### src/rtl/svga_timing_gen.sv
// SVGA 800x600 @72 Hz raster timing: col/row counters, decoded sync/blank levels, frame/vblank strobes.
// Optional 16-bit frame counter enabled by defining SVGA_FRAME_COUNT_EN.
module svga_timing_gen #(
   parameter int   H_VISIBLE   = 800,
   parameter int   H_FRONT     = 56,
   parameter int   H_SYNC      = 120,
   parameter int   H_BACK      = 64,
   parameter int   V_VISIBLE   = 600,
   parameter int   V_FRONT     = 37,
   parameter int   V_SYNC      = 6,
   parameter int   V_BACK      = 23,
   parameter logic SYNC_ACTIVE = 1'b1
) (
   input  logic        clk,
   input  logic        rst,
   input  logic        pix_en,
   output logic [10:0] col,
   output logic [9:0]  row,
   output logic        hs,
   output logic        vs,
   output logic        blank,
   output logic        frame_start,
   output logic        vblank_start,
   output logic [15:0] frame_count
);

   localparam int H_TOTAL = H_VISIBLE + H_FRONT + H_SYNC + H_BACK;
   localparam int V_TOTAL = V_VISIBLE + V_FRONT + V_SYNC + V_BACK;

   localparam logic [10:0] H_LAST   = 11'(H_TOTAL - 1);
   localparam logic [10:0] H_VIS    = 11'(H_VISIBLE);
   localparam logic [10:0] HS_BEGIN = 11'(H_VISIBLE + H_FRONT);
   localparam logic [10:0] HS_END   = 11'(H_VISIBLE + H_FRONT + H_SYNC);
   localparam logic [9:0]  V_LAST   = 10'(V_TOTAL - 1);
   localparam logic [9:0]  V_VIS    = 10'(V_VISIBLE);
   localparam logic [9:0]  VS_BEGIN = 10'(V_VISIBLE + V_FRONT);
   localparam logic [9:0]  VS_END   = 10'(V_VISIBLE + V_FRONT + V_SYNC);

   logic [10:0] col_reg;
   logic [9:0]  row_reg;
   logic        col_wrap;
   logic        row_wrap;

   assign col_wrap = (col_reg == H_LAST);
   assign row_wrap = (row_reg == V_LAST);

   always_ff @(posedge clk or posedge rst) begin
      if (rst) begin
         col_reg <= '0;
         row_reg <= '0;
      end else if (pix_en) begin
         if (col_wrap) begin
            col_reg <= '0;
            row_reg <= row_wrap ? 10'd0 : row_reg + 10'd1;
         end else begin
            col_reg <= col_reg + 11'd1;
         end
      end
   end

`ifdef SVGA_FRAME_COUNT_EN
   logic [15:0] frame_count_reg;

   // Counts completed frames: advances on the (last,last) -> (0,0) edge.
   always_ff @(posedge clk or posedge rst) begin
      if (rst)
         frame_count_reg <= '0;
      else if (pix_en && col_wrap && row_wrap)
         frame_count_reg <= frame_count_reg + 16'd1;
   end

   assign frame_count = frame_count_reg;
`else
   assign frame_count = 16'd0;
`endif

   assign col = col_reg;
   assign row = row_reg;

   // Decoded levels are combinational from the live counters; pulses are additionally gated by pix_en.
   assign blank        = (col_reg >= H_VIS) | (row_reg >= V_VIS);
   assign hs           = ((col_reg >= HS_BEGIN) && (col_reg < HS_END)) ? SYNC_ACTIVE : ~SYNC_ACTIVE;
   assign vs           = ((row_reg >= VS_BEGIN) && (row_reg < VS_END)) ? SYNC_ACTIVE : ~SYNC_ACTIVE;
   assign frame_start  = pix_en && (col_reg == 11'd0) && (row_reg == 10'd0);
   assign vblank_start = pix_en && (col_reg == 11'd0) && (row_reg == V_VIS);

endmodule

### config.mk
export PLATFORM = sky130hd
export DESIGN_NAME = svga_timing_gen
export DESIGN_NICKNAME = d
export VERILOG_FILES = /design/src/rtl/svga_timing_gen.sv
export SDC_FILE = /design/constraint.sdc
export NUM_CORES = 1
export LEC_CHECK = 0
export ABC_AREA = 1
export CAP_MARGIN = 20
export CORE_MARGIN = 2
export CORE_UTILIZATION = 48
export CTS_BUF_LIST = sky130_fd_sc_hd__clkbuf_4 sky130_fd_sc_hd__clkbuf_8 sky130_fd_sc_hd__clkbuf_16
export DETAILED_ROUTE_END_ITERATION = 8
export HOLD_SLACK_MARGIN = 0.05
export PLACE_DENSITY = 0.81
export SLEW_MARGIN = 15
export SYNTH_ARGS = -nofsm -noshare
export SYNTH_HDL_FRONTEND = slang
export SYNTH_SLANG_ARGS = --single-unit
### constraint.sdc
create_clock -name clk -period 2.14 [get_ports clk]
set_clock_uncertainty 0.2 [all_clocks]
set_input_delay 0.321 -clock clk [delete_from_list [all_inputs] [get_ports clk]]
set_output_delay 0.321 -clock clk [all_outputs]
set_load 0.1 [all_outputs]
After elaboration in Yosys (flattened, before gate mapping)
Cells that the tools add are included.
{"block": "totals", "wordCells": 26, "in_bits": 3, "regBits": 21}
{"block": "classes", "magnitude_cmp": 6, "n_addsub": 2, "n_bitwise": 1, "muxes": 4, "n_eq_ne": 3, "reduce_logical": 8}
{"cell": "$ge 11x10->1 const B", "n": 2}
{"cell": "$eq 10x10->1 const B", "n": 2}
{"cell": "$ge 10x10->1 const B", "n": 2}
{"cell": "$add 11x1->11 const B", "n": 1}
{"cell": "$eq 11x11->1 const B", "n": 1}
{"cell": "$logic_not 11->1", "n": 1}
{"cell": "$lt 11x10->1 const B", "n": 1}
{"cell": "$mux 11", "n": 1}
{"cell": "$add 10x1->10 const B", "n": 1}
{"cell": "$logic_not 10->1", "n": 1}
{"cell": "$lt 10x10->1 const B", "n": 1}
{"cell": "$mux 10", "n": 1}
{"cell": "$logic_and 1x1->1", "n": 5}
{"cell": "$mux 1", "n": 2}
{"cell": "$reduce_and 2->1", "n": 1}
{"cell": "$or 1x1->1", "n": 1}

Depth between registers and ports, before layout
{"block": "depth", "depth_word": 3, "mapped_depth": 8, "ltp_nobuf": 8}

Least setup slack after synthesis
OpenSTA, ideal clock, no wires.
{"block": "synth_path", "path_type": "register to output", "from": "register row_reg[5] (netlist: row[5])", "to": "output port vs", "path_stages_with_launch": 5, "t_arrival_ps": 2876, "setup_slack_ps": -1257, "path_cell_list": "dfrtp_1 > inv_1 > nor3_2 > a31oi_1 > nor2_1"}
{"block": "synth_between", "elab_chain_len": 3, "word_cells_on_any_way": 4}
{"element": "start: declaration", "line_no": "40", "source": "logic [9:0] row_reg;"}
{"element": "start signal: assignment", "line_no": "54", "source": "row_reg <= row_wrap ? 10'd0 : row_reg + 10'd1;"}
{"element": "$ge 10x10->1 / $lt 10x10->1 (equally long branches)", "line_no": "83", "source": "assign vs = ((row_reg >= VS_BEGIN) && (row_reg < VS_END)) ? SYNC_ACTIVE : ~SYNC_ACTIVE;"}
{"element": "$logic_and 1x1->1 *", "line_no": "83"}
{"element": "$mux 1 *", "line_no": "83"}
{"element": "end: declaration", "line_no": "20", "source": "output logic vs,"}
Mark *: on every way between the ends. The rest lies on a longest branch, timed or not.

Worst setup path in the final report
{"block": "layout_path", "from": "register col_reg[0] (netlist: col[0])", "to": "output port frame_start"}
{"block": "layout_between", "elab_chain_len": 3}
{"element": "start: declaration", "line_no": "39", "source": "logic [10:0] col_reg;"}
{"element": "start signal: assignment", "line_no": "56", "source": "col_reg <= col_reg + 11'd1;"}
{"element": "$logic_not 11->1", "line_no": "84", "source": "assign frame_start = pix_en && (col_reg == 11'd0) && (row_reg == 10'd0);"}
{"element": "$logic_and 1x1->1 (2 in a row)", "line_no": "84"}
{"element": "end: declaration", "line_no": "22", "source": "output logic frame_start,"}
Every way passes these cells.

==> flow_summary_export.csv <==
group,metric,value,unit
logic_synthesis,synth_area,1560,um2
logic_synthesis,synthTopCellsByArea,"dfrtp_1 (34%), nand2_1 (10%), inv_1 (7.9%), buf_4 (7.7%), nand3_1 (5.8%)",
grt,grt_pass1_vias,1465,
grt,grtUsageMet3,0.0189,
logic_synthesis,synth_top_area_frac,0.336,
floorplanning,rows,20,
clock_tree,clkTransAtPathRegs,0.13,ns
timing,grt_setup_unrepaired,"yes",
power,p_int,790,uW
timing,max_freq,0.432,GHz
timing,fin_setup_tns,-0.665,ns
clock_tree,cts_max_level,1,
min_path,hp-class,"in -> async",
logic_synthesis,syn-mean-instance-area,7.20,um2
critical_path,r2r_slack,0.11,ns
power,irDropWorstVdd,0.000507,V
timing,period_needed,2.32,ns
timing,final_max_slew_viol_count,0,
clock_tree,cts_buffers,3,
job,maxCapViolCount,0,
placed_design,place_hpwl,2560,um
grt,grt_pass1_wl,6740,um
logic_synthesis,ys_ff_latch,21,
floorplanning,io_pins,45,
power,power_frac_clock,0.115,
routing,wire_per_inst,14.0,um
routing,drtAntennaViolNets,0,
floorplanning,die_width,61.1,um
floorplanning,dieArea,3730,um2
placed_design,place_area,2030,um2
floorplanning,die_h,61.1,um
critical_path,cp.arrival,1.80,ns
critical_path,startpoint_type,"flip-flop",
routing,drcViolationCount,3,
finish,final_util,0.773,
finish,diodes,0,
clock_tree,clk_latency,0.32,ns
grt,overflow,0,
finish,final_common_cell,"buf_4",
logic_synthesis,synth_cell_types,28,
finish,drive_gt1_frac,0.435,
routing,drt_iter0_drc,132,
power,total_power,1820,uW
clock_tree,cts_tree,"yes",
critical_path,crit_required,1.62,ns
clock_tree,cts_sinks,21,
power,switchingPower,1030,uW
grt,grt_max_degree,22,
placed_design,place_congestion,0.936,
floorplanning,core_area,3080,um2
finish,area_delta_synth_final,52.3,%
routing,wl,4490,um
finish,final_cell_area,2380,um2
routing,vias,1659,
floorplanning,start_util,0.508,
grt,top_usage_layer,"met2",
power,power_frac_comb,0.567,
power,p_seq_frac,0.318,
outcome,status,"finished with violations",
timing,finalWorstSetupSlack,-0.177,ns
routing,via_per_inst,5.18,
finish,nNetsFinal,286,
logic_synthesis,yosysTopAreaCell,"dfrtp_1",
timing,setup_viol,4,
grt,grt_usage,0.243,
clock_tree,ctsLongestPathBuffers,2,
finish,final_cell_mix,"buf_4 (43), nand2_1 (40), inv_1 (26), nand3_1 (17), nor2_1 (17)",
grt,antenna_found_initial,0,
critical_path,worstPathMaxFanout,2,
timing,fin_crit_sh,1.08,
power,power-per-cell-area,765,nW/um2
grt,use_met2,0.389,
timing,final_hold_viol_count,0,
finish,largest_register_ffs,11,
clock_tree,cts_root_buffer,"clkbuf_4",
logic_synthesis,synth_warnings,0,
finish,n_fill_cell,208,
power,swShare,0.566,
routing,drt_pass1_iterations,9,
logic_synthesis,ys_seq_area_frac,0.336,
outcome,violations,"DRC, setup timing",
grt,grt_use_met1,0.332,
critical_path,crit_type,"reg -> out",
critical_path,cp-end-kind,"primary output",
logic_synthesis,syn_inst,217,
placed_design,portBuffers,28,
power,p_leak,0.00116,uW
## kinds of logic after synthesis
logic type / count (synthesis) / synth area share
AO/OA/AOI/OAI: 18 / 0.0616
AND/OR/NAND/NOR: 108 / 0.327
other: 1 / 0.00240
XOR/XNOR: 9 / 0.0504
buffers and inverters: 54 / 0.175
flip-flops: 21 / 0.336
adder cells (fa/ha/maj): 6 / 0.0480
## worst max-delay path: stages (launching register included)
cell	delay, ns
dfrtp_4	0.52
inv_4	0.07
ha_4	0.12
nand3_2	0.07
nor3_2	0.11
nand4_1	0.22
nor2_4	0.19
buf_12	0.18
## repair_timing
item	4_1_cts	5_1_grt
resized for setup	23	8
buffers inserted	19	6
pin swaps	10	9
hold buffers	0	0
endpoints found under the setup margin	4	5
## path summary, 6_finish.rpt
| kind | startpoint | endpoint | depth (start not counted) |
|---|---|---|---|
| min in group clk | col[8]$_DFFE_PP0P_ | col[8]$_DFFE_PP0P_ | 2 |
| min | rst | row[2]$_DFFE_PP0P_ | 3 |
| min reg2reg | col[8]$_DFFE_PP0P_ | col[8]$_DFFE_PP0P_ | 2 |
| max reg2reg | row[1]$_DFFE_PP0P_ | row[1]$_DFFE_PP0P_ | 10 |
| max | col[0]$_DFFE_PP0P_ | frame_start | 7 |
| max in group asynchronous | rst | col[1]$_DFFE_PP0P_ | 3 |
## stage by stage
stage | hold slack, ns | setup WS (ns) | cells
6_report | 0.113 | -0.177 | 320
5_1_grt | 0.133 | -0.288 | 320
4_1_cts | 0.123 | -0.207 | 314
3_5_place_dp | 0.356 | -0.0530 | 291
3_3_place_gp | 0.354 | -0.0292 | 291
2_1_floorplan | 0.0969 | -0.400 | 232
## power by group through the flow
stage / clock network (uW) / registers [uW] / logic [uW]
floorplan: 0 / 997 / 338
global placement: 0 / 590 / 896
detailed placement: 0 / 590 / 907
CTS: 210 / 573 / 980
global route: 234 / 592 / 1080
finish: 209 / 578 / 1030
## layer usage
metal,up-vias,share of wire
li1,773,-
met1,758,0.39
met2,106,0.49
met3,22,0.079
met4,0,0.039
met5,-,0
## Yosys cell counts, drive strengths merged
| master | count |
|---|---|
| a21oi | 1 |
| a31oi | 1 |
| buf | 19 |
| conb | 1 |
| dfrtp | 21 |
| ha | 6 |
| inv | 35 |
| nand2 | 44 |
| nand3 | 20 |
| nand3b | 1 |
| nand4 | 8 |
| nor2 | 26 |
| nor3 | 9 |
| o21ai | 14 |
| o22ai | 1 |
| o32ai | 1 |
| xnor2 | 2 |
| xor2 | 7 |
## layout make-up
class / count / area [um2] / area share
Timing Repair Buffer: 59 / 597 / 0.251
Clock buffer: 3 / 22.5 / 0.00946
Tap cell: 44 / 55.1 / 0.0231
Multi-Input combinational cell: 157 / 982 / 0.413
Clock inverter: 1 / 5.00 / 0.00210
Sequential cell: 21 / 574 / 0.241
Inverter: 35 / 144 / 0.0605
Note: power is estimated with default switching activity, not from simulation.
